--- src/rtl/mem_arbiter.sv ---
// Two-port memory arbiter: core and loader share one synchronous single-port memory.
// Fair round-robin on ties, with a bounded exclusive lock for the loader and a core-priority cooldown.
module mem_arbiter #(
    parameter int LOCK_MAX = 16
) (
    input  logic        clk,
    input  logic        rst,
    input  logic        c_req,
    input  logic        c_we,
    input  logic [15:0] c_addr,
    input  logic [31:0] c_wdata,
    output logic        c_gnt,
    output logic        c_rvalid,
    input  logic        l_req,
    input  logic        l_we,
    input  logic [15:0] l_addr,
    input  logic [31:0] l_wdata,
    input  logic        l_lock,
    output logic        l_gnt,
    output logic        l_rvalid,
    output logic [31:0] rdata,
    output logic        m_wen,
    output logic        m_ren,
    output logic [15:0] m_addr,
    output logic [31:0] m_wdata,
    input  logic [31:0] m_rdata,
    output logic [1:0]  dbg_state
);

    // Handshake: a port's access is accepted in the cycle where req=1 and gnt=1;
    // gnt never appears without req, and a granted read returns rvalid/rdata one cycle later.

    localparam int CW = (LOCK_MAX > 1) ? $clog2(LOCK_MAX) : 1;

    typedef enum logic [1:0] {
        ST_ARB      = 2'd0,
        ST_LOCKED   = 2'd1,
        ST_COOLDOWN = 2'd2
    } state_t;

    state_t          r_state;
    state_t          w_next_state;
    logic [CW-1:0]   r_lock_cnt;
    logic            r_last_l;
    logic            r_c_rd_pend;
    logic            r_l_rd_pend;
    logic            w_c_gnt;
    logic            w_l_gnt;
    logic            w_lock_done;

    assign w_lock_done = (r_lock_cnt == CW'(LOCK_MAX - 1));

    // State register, lock counter, round-robin pointer and read-return tracking
    always_ff @(posedge clk) begin
        if (rst) begin
            r_state     <= ST_ARB;
            r_lock_cnt  <= '0;
            r_last_l    <= 1'b1;
            r_c_rd_pend <= 1'b0;
            r_l_rd_pend <= 1'b0;
        end else begin
            r_state <= w_next_state;
            if (r_state == ST_LOCKED && w_next_state == ST_LOCKED) begin
                r_lock_cnt <= r_lock_cnt + CW'(1);
            end else begin
                r_lock_cnt <= '0;
            end
            if (w_c_gnt) begin
                r_last_l <= 1'b0;
            end else if (w_l_gnt) begin
                r_last_l <= 1'b1;
            end
            r_c_rd_pend <= w_c_gnt & ~c_we;
            r_l_rd_pend <= w_l_gnt & ~l_we;
        end
    end

    // Next-state logic; the lock is only taken on a cycle the loader actually wins
    always_comb begin
        w_next_state = r_state;
        case (r_state)
            ST_ARB: begin
                if (w_l_gnt && l_lock) begin
                    w_next_state = ST_LOCKED;
                end
            end
            ST_LOCKED: begin
                if (!l_lock) begin
                    w_next_state = ST_ARB;
                end else if (w_lock_done) begin
                    w_next_state = ST_COOLDOWN;
                end
            end
            ST_COOLDOWN: begin
                w_next_state = ST_ARB;
            end
            default: begin
                w_next_state = ST_ARB;
            end
        endcase
    end

    // Grant decode; everything is held off while reset is asserted
    always_comb begin
        w_c_gnt = 1'b0;
        w_l_gnt = 1'b0;
        if (!rst) begin
            case (r_state)
                ST_ARB: begin
                    if (c_req && l_req) begin
                        w_c_gnt = r_last_l;
                        w_l_gnt = ~r_last_l;
                    end else begin
                        w_c_gnt = c_req;
                        w_l_gnt = l_req;
                    end
                end
                ST_LOCKED: begin
                    w_l_gnt = l_req;
                end
                ST_COOLDOWN: begin
                    w_c_gnt = c_req;
                    w_l_gnt = l_req & ~c_req;
                end
                default: begin
                    w_c_gnt = 1'b0;
                    w_l_gnt = 1'b0;
                end
            endcase
        end
    end

    always_comb begin
        m_wen   = 1'b0;
        m_ren   = 1'b0;
        m_addr  = '0;
        m_wdata = '0;
        if (w_c_gnt) begin
            m_wen   = c_we;
            m_ren   = ~c_we;
            m_addr  = c_addr;
            m_wdata = c_wdata;
        end else if (w_l_gnt) begin
            m_wen   = l_we;
            m_ren   = ~l_we;
            m_addr  = l_addr;
            m_wdata = l_wdata;
        end
    end

    assign c_gnt     = w_c_gnt;
    assign l_gnt     = w_l_gnt;
    // A read in flight is dropped as soon as reset is seen, not one edge later
    assign c_rvalid  = r_c_rd_pend & ~rst;
    assign l_rvalid  = r_l_rd_pend & ~rst;
    assign rdata     = m_rdata;
    assign dbg_state = r_state;

endmodule

--- config.mk ---
export PLATFORM = sky130hd
export DESIGN_NAME = mem_arbiter
export DESIGN_NICKNAME = d
export VERILOG_FILES = /design/src/rtl/mem_arbiter.sv
export SDC_FILE = /design/constraint.sdc
export NUM_CORES = 1
export LEC_CHECK = 0
export ABC_AREA = 0
export BUFFER_PORTS_ARGS = -buffer_cell sky130_fd_sc_hd__buf_2
export CAP_MARGIN = 10
export CORE_AREA = 2 2 85 87
export CTS_CLUSTER_DIAMETER = 80
export DETAILED_ROUTE_END_ITERATION = 8
export DIE_AREA = 0 0 87 89
export PLACE_DENSITY = 0.68
export SLEW_MARGIN = 20
export SYNTH_ARGS = -nofsm -noshare
export SYNTH_HDL_FRONTEND = slang
export SYNTH_SLANG_ARGS = --single-unit
export TNS_END_PERCENT = 10
--- constraint.sdc ---
create_clock -name clk -period 1.7 [get_ports clk]
set_input_delay 0.085 -clock clk [delete_from_list [all_inputs] [get_ports clk]]
set_output_delay 0.085 -clock clk [all_outputs]
set_load 0.005 [all_outputs]
### Word level (Yosys, flattened, before mapping)

Cells that the tools add are included.

* $add $sub $neg: 1
* eq/ne operators: 4
* multiplexer cells: 20
* bitwise logic cells: 11
* reductions and logical operators: 6

Operator list (count)
* $mux 32: 2
* $mux 16: 2
* $mux 1: 10
* $mux 2: 3
* $not 1->1: 6
* $and 1x1->1: 5
* $add 4x1->4 const B: 1
* $eq 2x1->1 const B: 2
* $eq 4x4->1 const B: 1
* $pmux 2 s2: 1
* $logic_and 1x1->1: 3
* $pmux 1 s3: 1
* $eq 2x2->1 const B: 1
* $logic_not 2->1: 1
* $pmux 1 s2: 1
* $reduce_bool 2->1: 1
* $reduce_or 2->1: 1

* register bits: 9
* logic and storage cells: 47

### Longest topological paths before layout

* depth in word-level cells: 11
* mapped depth: 6

### Least setup slack after synthesis

Ideal clock, no wire load.

* path type: register -> output
* start: reg r_state[0], in the netlist dbg_state[0]
* end: out m_addr[10]
* arrival: 1.232 ns
* slack: 0.383 ns
* cell stages (with the launch flop): 7
* buffers on the path: 3
* cell sequence: dfxtp_1 buf_2 nor2b_2 o22ai_2 buf_4 buf_6 a32o_1

* word-level cells in the longest chain between the ends: 5
* elaborated cells between the ends (all ways): 9
* those cells by class: 2 x eq/ne; 6 x mux; 1 x reduce/logical

Ends and longest elaborated chain
* from (decl): RTL line 41 `state_t r_state;`
* from (signal assigned): RTL line 62 `r_state <= w_next_state;`
* $eq 2x2->1 (tied with other cells): RTL line 108 `case (r_state)`
* $pmux 1 s3: RTL line 108
* $mux 1: RTL line 107 `if (!rst) begin`
* $mux 16: RTL line 143 `end else if (w_l_gnt) begin`
* $mux 16 (*): RTL line 138 `if (w_c_gnt) begin`
* to (decl): RTL line 24 `output logic [15:0] m_addr,`

Mark *: on every way between the ends. The rest lies on a longest branch, timed or not.

### Worst setup path in the final report

* start: reg r_last_l
* end: out m_addr[14]

* word-level cells in the longest chain between the ends: 6
* elaborated cells between the ends (all ways): 9
* those cells by class: 8 x mux; 1 x bitwise

Ends and longest elaborated chain
* from (decl): RTL line 44 `logic r_last_l;`
* from (signal assigned): RTL line 58 `r_last_l <= 1'b1;`
* from (signal assigned): RTL line 69 `r_last_l <= 1'b0;`
* from (signal assigned): RTL line 71 `r_last_l <= 1'b1;`
* $not 1->1: RTL line 112 `w_l_gnt = ~r_last_l;`
* $mux 1: RTL line 110 `if (c_req && l_req) begin`
* $pmux 1 s3: RTL line 108
* $mux 1: RTL line 107
* $mux 16: RTL line 143
* $mux 16 (*): RTL line 138

Marks and branches as above.

==> summary.md <==
| Metric | Value |
|---|---|
| Synth top area cells | a32o_1 38%, buf_4 20%, dfxtp_1 14%, buf_6 5.3%, clkbuf_1 2.4% |
| Crit path capture type | output port |
| Drt pass-1 iters | 4 |
| RSZ-0062 raised after global routing | yes |
| Logic gate share of total power | 49.9% |
| Area growth from synthesis to layout | 56.4% |
| Critical Path Source Type | flip-flop |
| Worst path slowest cell | or3b_1 |
| FF-to-FF setup slack | 530 ps |
| Final #Nets | 404 |
| Worst Path Max Fanout | 27 |
| Cell count after synthesis | 145 |
| WL per Instance | 14.1 um |
| Sw frac | 31.2% |
| # setup viols final | 0 |
| Die width | 87 um |
| TritonCTS Buffers | 3 |
| Power Internal | 641 uW |
| # port buffers | 158 |
| Initial antenna violation count | 0 |
| Starting DRC count in detailed routing | 42 |
| Seq pwr share | 23.9% |
| Largest net degree at the start of global routing | 30 |
| Final critical-path share of the clock period | 98.4% |
| Seq/Total Area, Yosys | 14.2% |
| Worst Tran Pin Value | 295 ps |
| Synth Net Count | 281 |
| IO Count | 223 |
| Synth cell types | 31 |
| Dpl hpwl | 4030 um |
| Max-slew violations | 0 |
| PwrDens | 470 nW/um^2 |
| Hold Path Class | input port to flip-flop |
| Synth area leader | a32o_1 |
| Top FF cell, synth | dfxtp_1 |
| First-pass GRT wire length | 6600 um |
| Layout cells sized above 1 | 65.9% |
| Via Count | 1694 |
| Static leakage | 1.04 nW |
| Post-route ant nets | 0 |
| Psw | 291 uW |
| Crit path DAT | 1590 ps |
| FMAX | 598 MHz |
| Finished Cell Area | 1980 um^2 |
| Hold Slack | 57.2 ps |
| Die area | 7740 um^2 |
| Starting Density | 18.9% |
| Post-synthesis average cell area | 8.74 um^2 |
| Slew headroom | 80.4% |
| Clk_skew | 1.79 ps |
| Placed cell areas | 1920 um^2 |
| Post-layout min period | 1670 ps |
| Synthesized area | 1270 um^2 |
| Req. time, crit path | 1620 ps |
| # clock sinks | 9 |
| Max Cap Viol | 0 |
| Routability cong. | 0.714 |
| H-tree Lvls | 1 |
| GRT Util Overall | 10.8% |
| Post-CTS Hold Buffers | 0 |
| Fraction of registers with async set or reset after synthesis | 0% |
| Clock Path Buffers | 2 |
| Clock share of power | 26.1% |
| Final wirelength | 4910 um |
| Ys Warns | 0 |
| Clock-pin slew on the worst setup and hold paths | 40 ps |
| Status | finished, final reports clean |
| Row cnt | 30 |
| Setup CP Type | flip-flop to output port |
| Total grt overflow | 0 |
| Commonest cells in the netlist | 48 x a32o_1, 33 x buf_4, 9 x dfxtp_1 |
| TNS Setup | 0 ps |
| Maximum vdd drop | 0.413 mV |
| Number of synthesized flops with an enable pin | 0 |
| Number of remaining DRC errors | 0 |
| Worst skew pair latency | 230 ps |
| Synth Register Bits | 9 |
| Clock Tree Root | clkbuf_8 |
| Mean number of vias per cell | 4.88 |
| Endpoints failing hold | 0 |
| CTS tree | done |
| Crit path largest cell delay | 360 ps |
| Crit path cell chain | or3b_1 -> nand2_2 -> inv_2 -> buf_12 -> a32o_1 -> buf_2 |
| Most frequent cell after synthesis | a32o_1 |
| Die Ht | 89 um |
| Synth top area share | 37.9% |
| Ant. Diodes | 0 |
| Vias in the first global route | 1451 |
| Core ar. | 6720 um^2 |
[area by class of cell]
cell class	count	area, um^2
fill	717	4740
timing repair buffer	167	908
multi-input combinational	85	739
sequential	9	181
tap	80	100
clock buffer	4	45.0
inverter	2	7.51
[worst max-delay path, delay by kind of cell, from the launching register on]
| kind | cells | cell delay [ps] |
|---|---|---|
| AOI/OAI and AO/OA | 1 | 230 |
| buffers and inverters | 3 | 340 |
| DFF | 1 | 330 |
| and+or+nand+nor | 2 | 440 |
[path summary, 6_finish.rpt]
| check | to | from | cells after the start |
|---|---|---|---|
| worst max register to register | r_last_l | dbg_state[0] | 3 |
| worst min-delay path | r_c_rd_pend | c_we | 2 |
| worst min register to register | r_lock_cnt[3] | r_lock_cnt[3] | 1 |
| worst max-delay path | m_addr[14] | r_last_l | 6 |
[power groups by stage]
| stage | combinational, mW | clock (mW) | sequential, mW |
|---|---|---|---|
| finish | 0.466 | 0.244 | 0.223 |
| global route | 0.511 | 0.262 | 0.223 |
| CTS | 0.469 | 0.252 | 0.223 |
| detailed placement | 0.462 | 0 | 0.226 |
| global placement | 0.455 | 0 | 0.226 |
| floorplan | 0.276 | 0 | 0.224 |
[cells by family after synthesis]
| family | synth area share [%] |
|---|---|
| compound gates | 44.8 |
| xor+xnor | 0.691 |
| fa+ha+maj | 0.987 |
| buf+inv | 28.6 |
| flops | 14.2 |
| simple gates | 10.7 |
[flip-flops by register name, indices dropped and copies added (netlist names)]
name         flops
dbg_state        2
r_last_l         1
r_l_rd_pend      1
r_c_rd_pend      1
r_lock_cnt       4
[per-stage QoR]
stage	power, mW	worst slack, ps	cells	util [%]
after floorplan	0.500	383	145	-
after global placement	0.680	196	342	28.5
after detailed placement	0.688	166	342	28.5
after CTS	0.943	21.4	347	29.4
after global routing	0.996	-42.4	347	29.5
final	0.932	28.0	347	29.5
[timing repair]
item,4_1_cts,5_1_grt
buffers inserted,1,0
resized for setup,3,1
endpoints found under the setup margin,32,44
pin swaps,1,0
[layer usage]
| layer | vias up | wire (um) | GRT usage [%] |
|---|---|---|---|
| li1 | 804 | - | - |
| met1 | 743 | 1740 | 11.9 |
| met2 | 139 | 2500 | 20.1 |
| met3 | 8 | 582 | 2.68 |
| met4 | 0 | 76 | 3.98 |
| met5 | - | 0 | 0 |
[layout by cell type (no fill, tap or decap)]
master	netlist	final
a21o_1	1	1
a21oi_1	1	1
a221o_1	1	1
a311oi_1	1	1
a31oi_1	1	1
a32o_1	48	48
and2_1	1	1
buf_12	0	4
buf_2	2	158
buf_4	33	5
clkbuf_1	8	1
clkbuf_8	0	3
dfxtp_1	9	8
dfxtp_2	0	1
ha_1	1	1
inv_1	1	1
inv_2	1	1
nand2_1	3	3
nand2_2	1	1
nand2b_1	2	2
nand3_1	2	2
nand3b_1	1	1
nor2_1	6	6
nor2b_1	3	2
nor2b_2	1	1
nor2b_4	0	1
nor3b_1	3	3
o211ai_1	1	1
o22a_1	1	1
o22ai_1	2	2
o22ai_4	0	1
o2bb2ai_1	1	1
or3b_1	1	1
xnor2_1	1	1
Power figures use the tool's default switching activity.
